## src/rtl/test_pkg_a.sv

```systemverilog
`default_nettype none
// ============================================================================
// Module      : test_pkg_a
// Description : Shared hero-bus types: cycle encoding, beat record and the
//               write-receiver FSM state encoding.
// Revision    : 1.0 - initial release
// ============================================================================
package test_pkg_a;

    localparam int HERO_WIDTH = 32;

    // Hero cycle type carried alongside every data beat; code 3 is reserved
    typedef enum logic [1:0] {
        IDLE  = 2'd0,
        VALID = 2'd1,
        DONE  = 2'd2,
        RSVD  = 2'd3
    } cycle_type_e;

    // One buffered beat: payload plus end-of-write marker
    typedef struct packed {
        logic [HERO_WIDTH-1:0] data;
        logic                  last;
    } hero_write_t;

    // Write receiver sequencing
    typedef enum logic [1:0] {
        S_IDLE  = 2'd0,
        S_RECV  = 2'd1,
        S_CLOSE = 2'd2
    } rx_state_e;

    // True for the two cycle types that carry a beat
    function automatic logic is_beat(input cycle_type_e cyc);
        return (cyc == VALID) || (cyc == DONE);
    endfunction

endpackage
`default_nettype wire

```

## src/rtl/hero_rx_fifo.sv

```systemverilog
`default_nettype none
// ============================================================================
// Module      : hero_rx_fifo
// Description : Count-based circular beat buffer (data + last flag). The head
//               is only visible once a push has been registered, so a beat
//               never bypasses the storage.
// Revision    : 1.0 - initial release
// ============================================================================
module hero_rx_fifo #(
    parameter int WIDTH = 32,
    parameter int DEPTH = 8
) (
    input  logic             clk,
    input  logic             rst,
    input  logic             push,
    input  logic [WIDTH-1:0] push_data,
    input  logic             push_last,
    input  logic             pop,
    output logic             full,
    output logic             empty,
    output logic [WIDTH-1:0] head_data,
    output logic             head_last
);

    localparam int AW = (DEPTH > 1) ? $clog2(DEPTH) : 1;
    localparam int CW = $clog2(DEPTH + 1);
    localparam logic [CW-1:0] c_full_count = CW'(DEPTH);

    logic [WIDTH:0]  r_mem [DEPTH];
    logic [AW-1:0]   r_wptr;
    logic [AW-1:0]   r_rptr;
    logic [CW-1:0]   r_count;
    logic            w_push;
    logic            w_pop;

    // Guard against pushing into a full or popping an empty buffer
    assign w_push = push & ~full;
    assign w_pop  = pop  & ~empty;

    assign full  = (r_count == c_full_count);
    assign empty = (r_count == '0);

    // Head is forced to zero when nothing is stored so reset leaves clean outputs
    assign {head_data, head_last} = empty ? (WIDTH + 1)'(0) : r_mem[r_rptr];

    // Storage array: written on every accepted push, no reset needed
    always_ff @(posedge clk) begin
        if (w_push) begin
            r_mem[r_wptr] <= {push_data, push_last};
        end
    end

    // Pointers wrap naturally at the power-of-two depth; count tracks occupancy
    always_ff @(posedge clk or posedge rst) begin
        if (rst) begin
            r_wptr  <= '0;
            r_rptr  <= '0;
            r_count <= '0;
        end else begin
            if (w_push) begin
                r_wptr <= r_wptr + AW'(1);
            end
            if (w_pop) begin
                r_rptr <= r_rptr + AW'(1);
            end
            case ({w_push, w_pop})
                2'b10:   r_count <= r_count + CW'(1);
                2'b01:   r_count <= r_count - CW'(1);
                default: r_count <= r_count;
            endcase
        end
    end

endmodule
`default_nettype wire

```

## src/rtl/hero_write_rx.sv

```systemverilog
`default_nettype none
// ============================================================================
// Module      : hero_write_rx
// Description : Hero-bus write receiver. Accepts VALID/DONE beats into a
//               buffer, tracks the beat count of each write, pulses on write
//               completion and flags protocol and beat-limit errors.
// Revision    : 1.0 - initial release
// ============================================================================
module hero_write_rx #(
    parameter int HERO_WIDTH = test_pkg_a::HERO_WIDTH,
    parameter int FIFO_DEPTH = 8,
    parameter int MAX_BEATS  = 16
) (
    input  logic                             clk,
    input  logic                             rst,
    input  test_pkg_a::cycle_type_e          in_cycle,
    input  logic [HERO_WIDTH-1:0]            in_data,
    output logic                             in_ready,
    output logic                             out_valid,
    output logic [HERO_WIDTH-1:0]            out_data,
    output logic                             out_last,
    input  logic                             out_ready,
    output logic                             done_pulse,
    output logic [$clog2(MAX_BEATS+1)-1:0]   beat_count,
    output logic                             err_proto,
    output logic                             err_overflow
);

    import test_pkg_a::*;

    localparam int CW = $clog2(MAX_BEATS + 1);
    localparam logic [CW-1:0] c_max_beats = CW'(MAX_BEATS);

    rx_state_e       r_state;
    logic [CW-1:0]   r_beats;
    logic [CW-1:0]   w_beats_nxt;
    logic            w_full;
    logic            w_empty;
    logic            w_accept;
    logic            w_is_done;

    // Ready drops during reset, while the buffer is full and while closing a write
    assign in_ready    = ~rst & ~w_full & (r_state != S_CLOSE);
    assign w_accept    = in_ready & is_beat(in_cycle);
    assign w_is_done   = (in_cycle == DONE);
    assign w_beats_nxt = (r_beats == c_max_beats) ? r_beats : r_beats + CW'(1);
    assign out_valid   = ~w_empty;

    hero_rx_fifo #(
        .WIDTH (HERO_WIDTH),
        .DEPTH (FIFO_DEPTH)
    ) u_fifo (
        .clk       (clk),
        .rst       (rst),
        .push      (w_accept),
        .push_data (in_data),
        .push_last (w_is_done),
        .pop       (out_valid & out_ready),
        .full      (w_full),
        .empty     (w_empty),
        .head_data (out_data),
        .head_last (out_last)
    );

    // Write sequencing, beat counting and registered completion outputs
    always_ff @(posedge clk or posedge rst) begin
        if (rst) begin
            r_state      <= S_IDLE;
            r_beats      <= '0;
            done_pulse   <= 1'b0;
            beat_count   <= '0;
            err_overflow <= 1'b0;
        end else begin
            done_pulse <= 1'b0;
            beat_count <= '0;
            case (r_state)
                S_IDLE: begin
                    if (w_accept) begin
                        // First beat of a new write: count restarts at one
                        r_beats <= CW'(1);
                        if (w_is_done) begin
                            r_state    <= S_CLOSE;
                            done_pulse <= 1'b1;
                            beat_count <= CW'(1);
                        end else begin
                            r_state <= S_RECV;
                        end
                    end
                end
                S_RECV: begin
                    if (w_accept) begin
                        r_beats <= w_beats_nxt;
                        // Beat past the limit is still buffered, only flagged
                        if (r_beats == c_max_beats) begin
                            err_overflow <= 1'b1;
                        end
                        if (w_is_done) begin
                            r_state    <= S_CLOSE;
                            done_pulse <= 1'b1;
                            beat_count <= w_beats_nxt;
                        end
                    end
                end
                S_CLOSE: begin
                    r_state <= S_IDLE;
                end
                default: begin
                    r_state <= S_IDLE;
                end
            endcase
        end
    end

    // Sticky flag for the reserved cycle encoding
    always_ff @(posedge clk or posedge rst) begin
        if (rst) begin
            err_proto <= 1'b0;
        end else if (in_cycle == RSVD) begin
            err_proto <= 1'b1;
        end
    end

endmodule
`default_nettype wire

```

## config.mk

```make
export PLATFORM = sky130hd
export DESIGN_NAME = hero_write_rx
export DESIGN_NICKNAME = d
export VERILOG_FILES = /design/src/rtl/test_pkg_a.sv /design/src/rtl/hero_rx_fifo.sv /design/src/rtl/hero_write_rx.sv
export SDC_FILE = /design/constraint.sdc
export NUM_CORES = 1
export LEC_CHECK = 0
export CAP_MARGIN = 20
export CORE_UTILIZATION = 55
export DETAILED_ROUTE_END_ITERATION = 10
export GPL_ROUTABILITY_DRIVEN = 0
export PLACE_DENSITY = 0.75
export SLEW_MARGIN = 15
export SYNTH_ARGS = -nofsm -noshare
export SYNTH_HDL_FRONTEND = slang
export SYNTH_SLANG_ARGS = --single-unit
```

## constraint.sdc

```tcl
create_clock -name clk -period 4.9 [get_ports clk]
set_clock_uncertainty 0.1 [all_clocks]
set_input_delay 0.98 -clock clk [delete_from_list [all_inputs] [get_ports clk]]
set_output_delay 0.98 -clock clk [all_outputs]
set_load 0.03 [all_outputs]
```

# ---- Word-level counts from Yosys, hierarchy flattened
# Memories as Yosys holds them, arrays and structs flattened.
# Index checks and enable logic that the tools add are counted.
dict set report op_classes {
  n_reduce_logical 9
  div_mod_pow 0
  n_shift 0
  order_cmp 0
  n_eq_ne 12
  n_addsub 5
  bitwise 9
  n_mux 21
  mul 0
}
# operator n
set ops {}
lappend ops {{$mux W33} 1}
lappend ops {{$mux W5} 5}
lappend ops {{$pmux W5 S2} 2}
lappend ops {{$reduce_and A3 Y1} 3}
lappend ops {{$mux W2} 4}
lappend ops {{$pmux W4 S2} 1}
lappend ops {{$mux W1} 7}
lappend ops {{$add A3 B1 Y3 const B} 2}
lappend ops {{$and A1 B1 Y1} 6}
lappend ops {{$eq A2 B1 Y1 const B} 3}
lappend ops {{$eq A2 B2 Y1 const B} 3}
lappend ops {{$ne A2 B1 Y1 const B} 3}
lappend ops {{$add A5 B1 Y5 const B} 1}
lappend ops {{$eq A5 B5 Y1 const B} 1}
lappend ops {{$add A4 B1 Y4 const B} 1}
lappend ops {{$eq A4 B4 Y1 const B} 1}
lappend ops {{$logic_not A4 Y1} 1}
lappend ops {{$pmux W2 S2} 1}
lappend ops {{$reduce_bool A2 Y1} 2}
lappend ops {{$sub A4 B1 Y4 const B} 1}
lappend ops {{$not A1 Y1} 3}
lappend ops {{$logic_not A2 Y1} 1}
lappend ops {{$ne A2 B2 Y1 const B} 1}
lappend ops {{$reduce_or A2 Y1} 1}
lappend ops {{$logic_or A1 B1 Y1} 1}
dict set report word_totals {
  reg_bits 25
  ramBits 264
  out_inout_bits 43
  n_memories 1
  word_cells 66
  latch_bits 0
  inputBits 37
  romBits 0
}
# memory words width rd rd_ports_with_merged_regs write_ports line_no
set mem_list {}
lappend mem_list {u_fifo.r_mem 8 33 1 0 1 hero_rx_fifo.sv:29} ;# logic [WIDTH:0] r_mem [DEPTH];

# ---- Longest topological paths before layout
dict set report logic_depth {
  depth_word 8
  depth_mapped 11
}

# ---- By module
# A second synthesis with hierarchy kept.
dict set report unflattened {
  cells_unflattened 519
  hier_area_um2 11244.5
}
# mod seq_area_each_um2 area_each_um2 instances cells_per_inst
set by_module_without_submodules {}
lappend by_module_without_submodules {hero_rx_fifo 8177.8 10493.8 1 450}
lappend by_module_without_submodules {hero_write_rx 375.4 750.7 1 69}

# ---- Worst setup path after synthesis
# No wires, ideal clock.
dict set report synth_timing {
  kind {input to register}
  start {input port in_cycle[0]}
  end {memory u_fifo.r_mem[0][0] (netlist bit) (enable)}
  n_path_buf 0
  setup_slack_ps 252
  arrival_time_ps 4084
  setup_time_ps 464
  cell_stages 5
  path_cell_list {inv_1 > ha_1 > nor2_1 > nand4b_1 > nor3_1}
}
dict set report synth_between {
  elab_chain_len 6
}
# item line_no
set synth_lines {}
lappend synth_lines {{start: declaration} hero_write_rx.sv:16} ;# input test_pkg_a::cycle_type_e in_cycle,
lappend synth_lines {{$eq A2 B1 Y1 or $eq A2 B2 Y1 (tied branches)} test_pkg_a.sv:35} ;# return (cyc == VALID) || (cyc == DONE);
lappend synth_lines {{$logic_or A1 B1 Y1 *} test_pkg_a.sv:35}
lappend synth_lines {{$and A1 B1 Y1 *} hero_write_rx.sv:44} ;# assign w_accept = in_ready & is_beat(in_cycle);
lappend synth_lines {{$and A1 B1 Y1 *} hero_rx_fifo.sv:37} ;# assign w_push = push & ~full;
lappend synth_lines {{$mux W1 *} hero_rx_fifo.sv:48} ;# if (w_push) begin
lappend synth_lines {{$mux W1 (not written as such) *} hero_rx_fifo.sv:49} ;# r_mem[r_wptr] <= {push_data, push_last};
lappend synth_lines {{end: declaration} hero_rx_fifo.sv:29}
# Every way passes the cells marked *; elsewhere a longest branch is shown, timed or not.

# ---- Final worst setup path
dict set report layout_timing {
  start {register u_fifo.r_count[1]}
  end {output port out_data[3]}
}
dict set report layout_between {
  elab_chain_len 2
}
# item line_no
set layout_lines {}
lappend layout_lines {{start: declaration} hero_rx_fifo.sv:32} ;# logic [CW-1:0] r_count;
lappend layout_lines {{start signal: assignment} hero_rx_fifo.sv:67} ;# 2'b10: r_count <= r_count + CW'(1);
lappend layout_lines {{start signal: assignment} hero_rx_fifo.sv:68} ;# 2'b01: r_count <= r_count - CW'(1);
lappend layout_lines {{start signal: assignment} hero_rx_fifo.sv:69} ;# default: r_count <= r_count;
lappend layout_lines {{$logic_not A4 Y1} hero_rx_fifo.sv:41} ;# assign empty = (r_count == '0);
lappend layout_lines {{$mux W33} hero_rx_fifo.sv:44} ;# assign {head_data, head_last} = empty ? (WIDTH + 1)'(0) : r_mem[r_rptr];
lappend layout_lines {{end: declaration} hero_write_rx.sv:20} ;# output logic [HERO_WIDTH-1:0] out_data,
# No other way between the ends.

==> flow_summary.json <==
{
  "startpoint_type": "register",
  "ant_nets": 0,
  "min_to": "err_proto$_DFFE_PP0N_",
  "synthMuxAreaShare_pct": 13.6,
  "hold_class": "reg2reg",
  "fin_util_pct": 67.0,
  "place_ws_ps": 903,
  "end_kind": "primary output",
  "io_pins": 80,
  "hold_slack_ps": 383,
  "rrSetupSlack_ps": 1610,
  "overflow": 0,
  "synth.ff_latch_count": 289,
  "hold_path_depth": 1,
  "synth_area_leader_cell": "edfxtp_1",
  "die_area_sq_mm": 0.0210,
  "drt-pass1-iter-count": 4,
  "cts.repair.resized": 0,
  "instances_no_fill": 904,
  "clk_pin_slew_worst_paths_ps": 60,
  "reg2reg_from": "u_fifo.r_count[0]$_DFFE_PP0P_",
  "htree_levels": 1,
  "synth_most_common_cell": "edfxtp_1",
  "reg2reg_to": "u_fifo.r_count[3]$_DFFE_PP0P_",
  "fill_cells": 1247,
  "min_from": "err_proto$_DFFE_PP0N_",
  "fmax_mhz": 237,
  "syn_nets": 568,
  "drt_wl_total_mm": 21.2,
  "finalCritPeriodShare_pct": 86.1,
  "synth_adder_area_share_pct": 1.00,
  "clk_latency_ps": 520,
  "synth_edf_count": 264,
  "status": "completed",
  "antenna_found_initial": 0,
  "syn_area_sq_mm": 0.0113,
  "vias": 5477,
  "hpwl_mm": 12.4,
  "grt_setup_unrepaired": "false",
  "die_y_um": 145,
  "cts_setup_buffers": 0,
  "worstMarginPinSlew_ps": 1080,
  "grt.total_usage_pct": 20.8,
  "drt_first_iter_violations": 401,
  "grt_pass1_wl_mm": 33.4,
  "cts_hold_buf": 0,
  "synth_compound_area_share_pct": 3.83,
  "synth_ff_type": "edfxtp_1",
  "fin_crit_ps": 4220,
  "synthArstFlopShare_pct": 8.65,
  "dpl_cell_area_sq_mm": 0.0124,
  "crit_arrival_ps": 3140,
  "synth_top_family_by_area": "multiplexers",
  "slew_viol_final": 0,
  "setup_slack_ps": 681,
  "slew_headroom_pct": 26.7,
  "finalInstanceArea_sq_mm": 0.0133,
  "critPathKind": "reg2out",
  "numCtsBuffers": 27,
  "reg2reg_depth": 6,
  "ys_types": 48,
  "cpMaxStageDelayCell": "nor2b_4",
  "drt-wirelength-per-cell_um": 23.4,
  "synthCells": 522,
  "synthTopCellsByArea": "edfxtp_1, mux4_2, dfrtp_1, a22o_1, ha_1",
  "die_w_um": 145,
  "drive_above_1_share_pct": 22.7,
  "required_ps": 3820,
  "cap_violations": 0,
  "cts_tree": "done",
  "cp_max_fo": 33,
  "clock-root-buffer": "clkbuf_16",
  "tns_ps": 0,
  "synth_top_area_share_pct": 70.5,
  "start_util_pct": 56.9,
  "synth_common_cells": "edfxtp_1, mux4_2, a22o_1, dfrtp_1, nor2_1",
  "finalSetupViolations": 0,
  "routed_via_density": 6.06,
  "p_total_mw": 7.93,
  "first_global_vias": 5829,
  "post-place-cells": 853,
  "avgSynthCellArea_sq_um": 21.6,
  "clk_path_buf_depth": 3,
  "slowest_delay_ps": 850,
  "area_delta_synth_final_pct": 17.8,
  "synth_simple_gate_area_share_pct": 2.77,
  "row_count": 51,
  "synthXorXnorAreaFrac_pct": 0.778,
  "vdd_ir_drop_max_mv": 0.381,
  "p_leak_nw": 4.36,
  "yosysSeqAreaShare_pct": 76.0,
  "io_buffer_count": 79,
  "yosys_warnings": 0,
  "nets": 663,
  "crit_chain": "or4_4, nor2b_4, a22o_1, clkdlybuf4s50_1",
  "cts.sinks": 289,
  "core_sq_mm": 0.0198,
  "hold_violations": 0,
  "drc": 0,
  "grt_max_degree": 34,
  "power.density_mw_per_mm2": 598
}
==> power breakdown <==
group	internal, mW	switching [mW]
combinational	1.31	1.47
sequential	2.94	0.220
clock	1.15	0.835
==> worst max path at each step <==
stage	end	slack, ps	depth (start not counted)	startpoint
final	out_data[3]	680	4	u_fifo.r_count[1]$_DFFE_PP0P_
after global routing	out_data[6]	550	4	u_fifo.r_rptr[0]$_DFFE_PP0P_
after floorplan	u_fifo.r_mem[0][0]$_DFFE_PP_	250	5	in_cycle[0]
after CTS	out_data[6]	650	4	u_fifo.r_rptr[0]$_DFFE_PP0P_
after global placement	u_fifo.r_count[3]$_DFFE_PP0P_	950	9	in_cycle[0]
after detailed placement	u_fifo.r_count[3]$_DFFE_PP0P_	900	9	in_cycle[0]
==> worst max-delay path, delay by kind of cell, from the launching register on <==
kind	cells	cell delay, ps
and+or+nand+nor	2	1080
buffers and inverters	1	700
DFF	1	500
AOI/OAI and AO/OA	1	330
==> cell type report <==
| class | count | area [sq um] | share of cell area (%) |
|---|---|---|---|
| Clock buffer | 36 | 729 | 5.50 |
| Clock inverter | 14 | 123 | 0.925 |
| Timing Repair Buffer | 96 | 943 | 7.12 |
| Multi-Input combinational cell | 195 | 2530 | 19.1 |
| Inverter | 8 | 30.0 | 0.227 |
| Antenna cell | 1 | 2.50 | 0.0189 |
| Tap cell | 265 | 332 | 2.50 |
| Sequential cell | 289 | 8560 | 64.6 |
==> registers in the layout (all words and copies together) (netlist names) <==
name and flops:
u_fifo.r_mem 264, beat_count 5, r_beats 5, u_fifo.r_count 4
u_fifo.r_rptr 3, u_fifo.r_wptr 3, r_state 2, done_pulse 1
err_overflow 1, err_proto 1
==> layer usage <==
layer  GRT usage (%)  routed length, um
met1            28.6               8950
met2            35.1              10700
met3            3.55               1190
met4            4.73                320
met5               0                  0
==> logic make-up (layout without fill, tap and decap cells) <==
kind of cell	count (synthesis)	count (layout)
adders and majority gates	9	9
and+or+nand+nor	54	54
muxes	70	70
xor gates and xnor gates	10	10
AOI/OAI and AO/OA	52	52
DFF	289	289
other	0	1
buffers and inverters	38	154
==> cell usage in the layout (no fill, tap or decap), types with 3 or more instances in the layout <==
cell type        Yosys  routed
clkbuf_1             9       7
nor2_4               0       6
a22o_1              34      34
mux2_2               3       3
nand4_1              4       4
edfxtp_1           264     264
dfrtp_1             25      23
nand2b_1             5       5
nand2_1              4       4
nand3_1              7       7
clkbuf_16            0      27
mux4_2              66      66
nor2_1              14       8
inv_1                8       8
clkinv_2             0       7
a21oi_1              3       3
ha_1                 9       9
clkdlybuf4s50_1      0      79
xnor2_1              7       7
clkinv_1             0       3
buf_4                1      15
xor2_1               3       3
No activity file was read; power rests on OpenSTA's default activity.
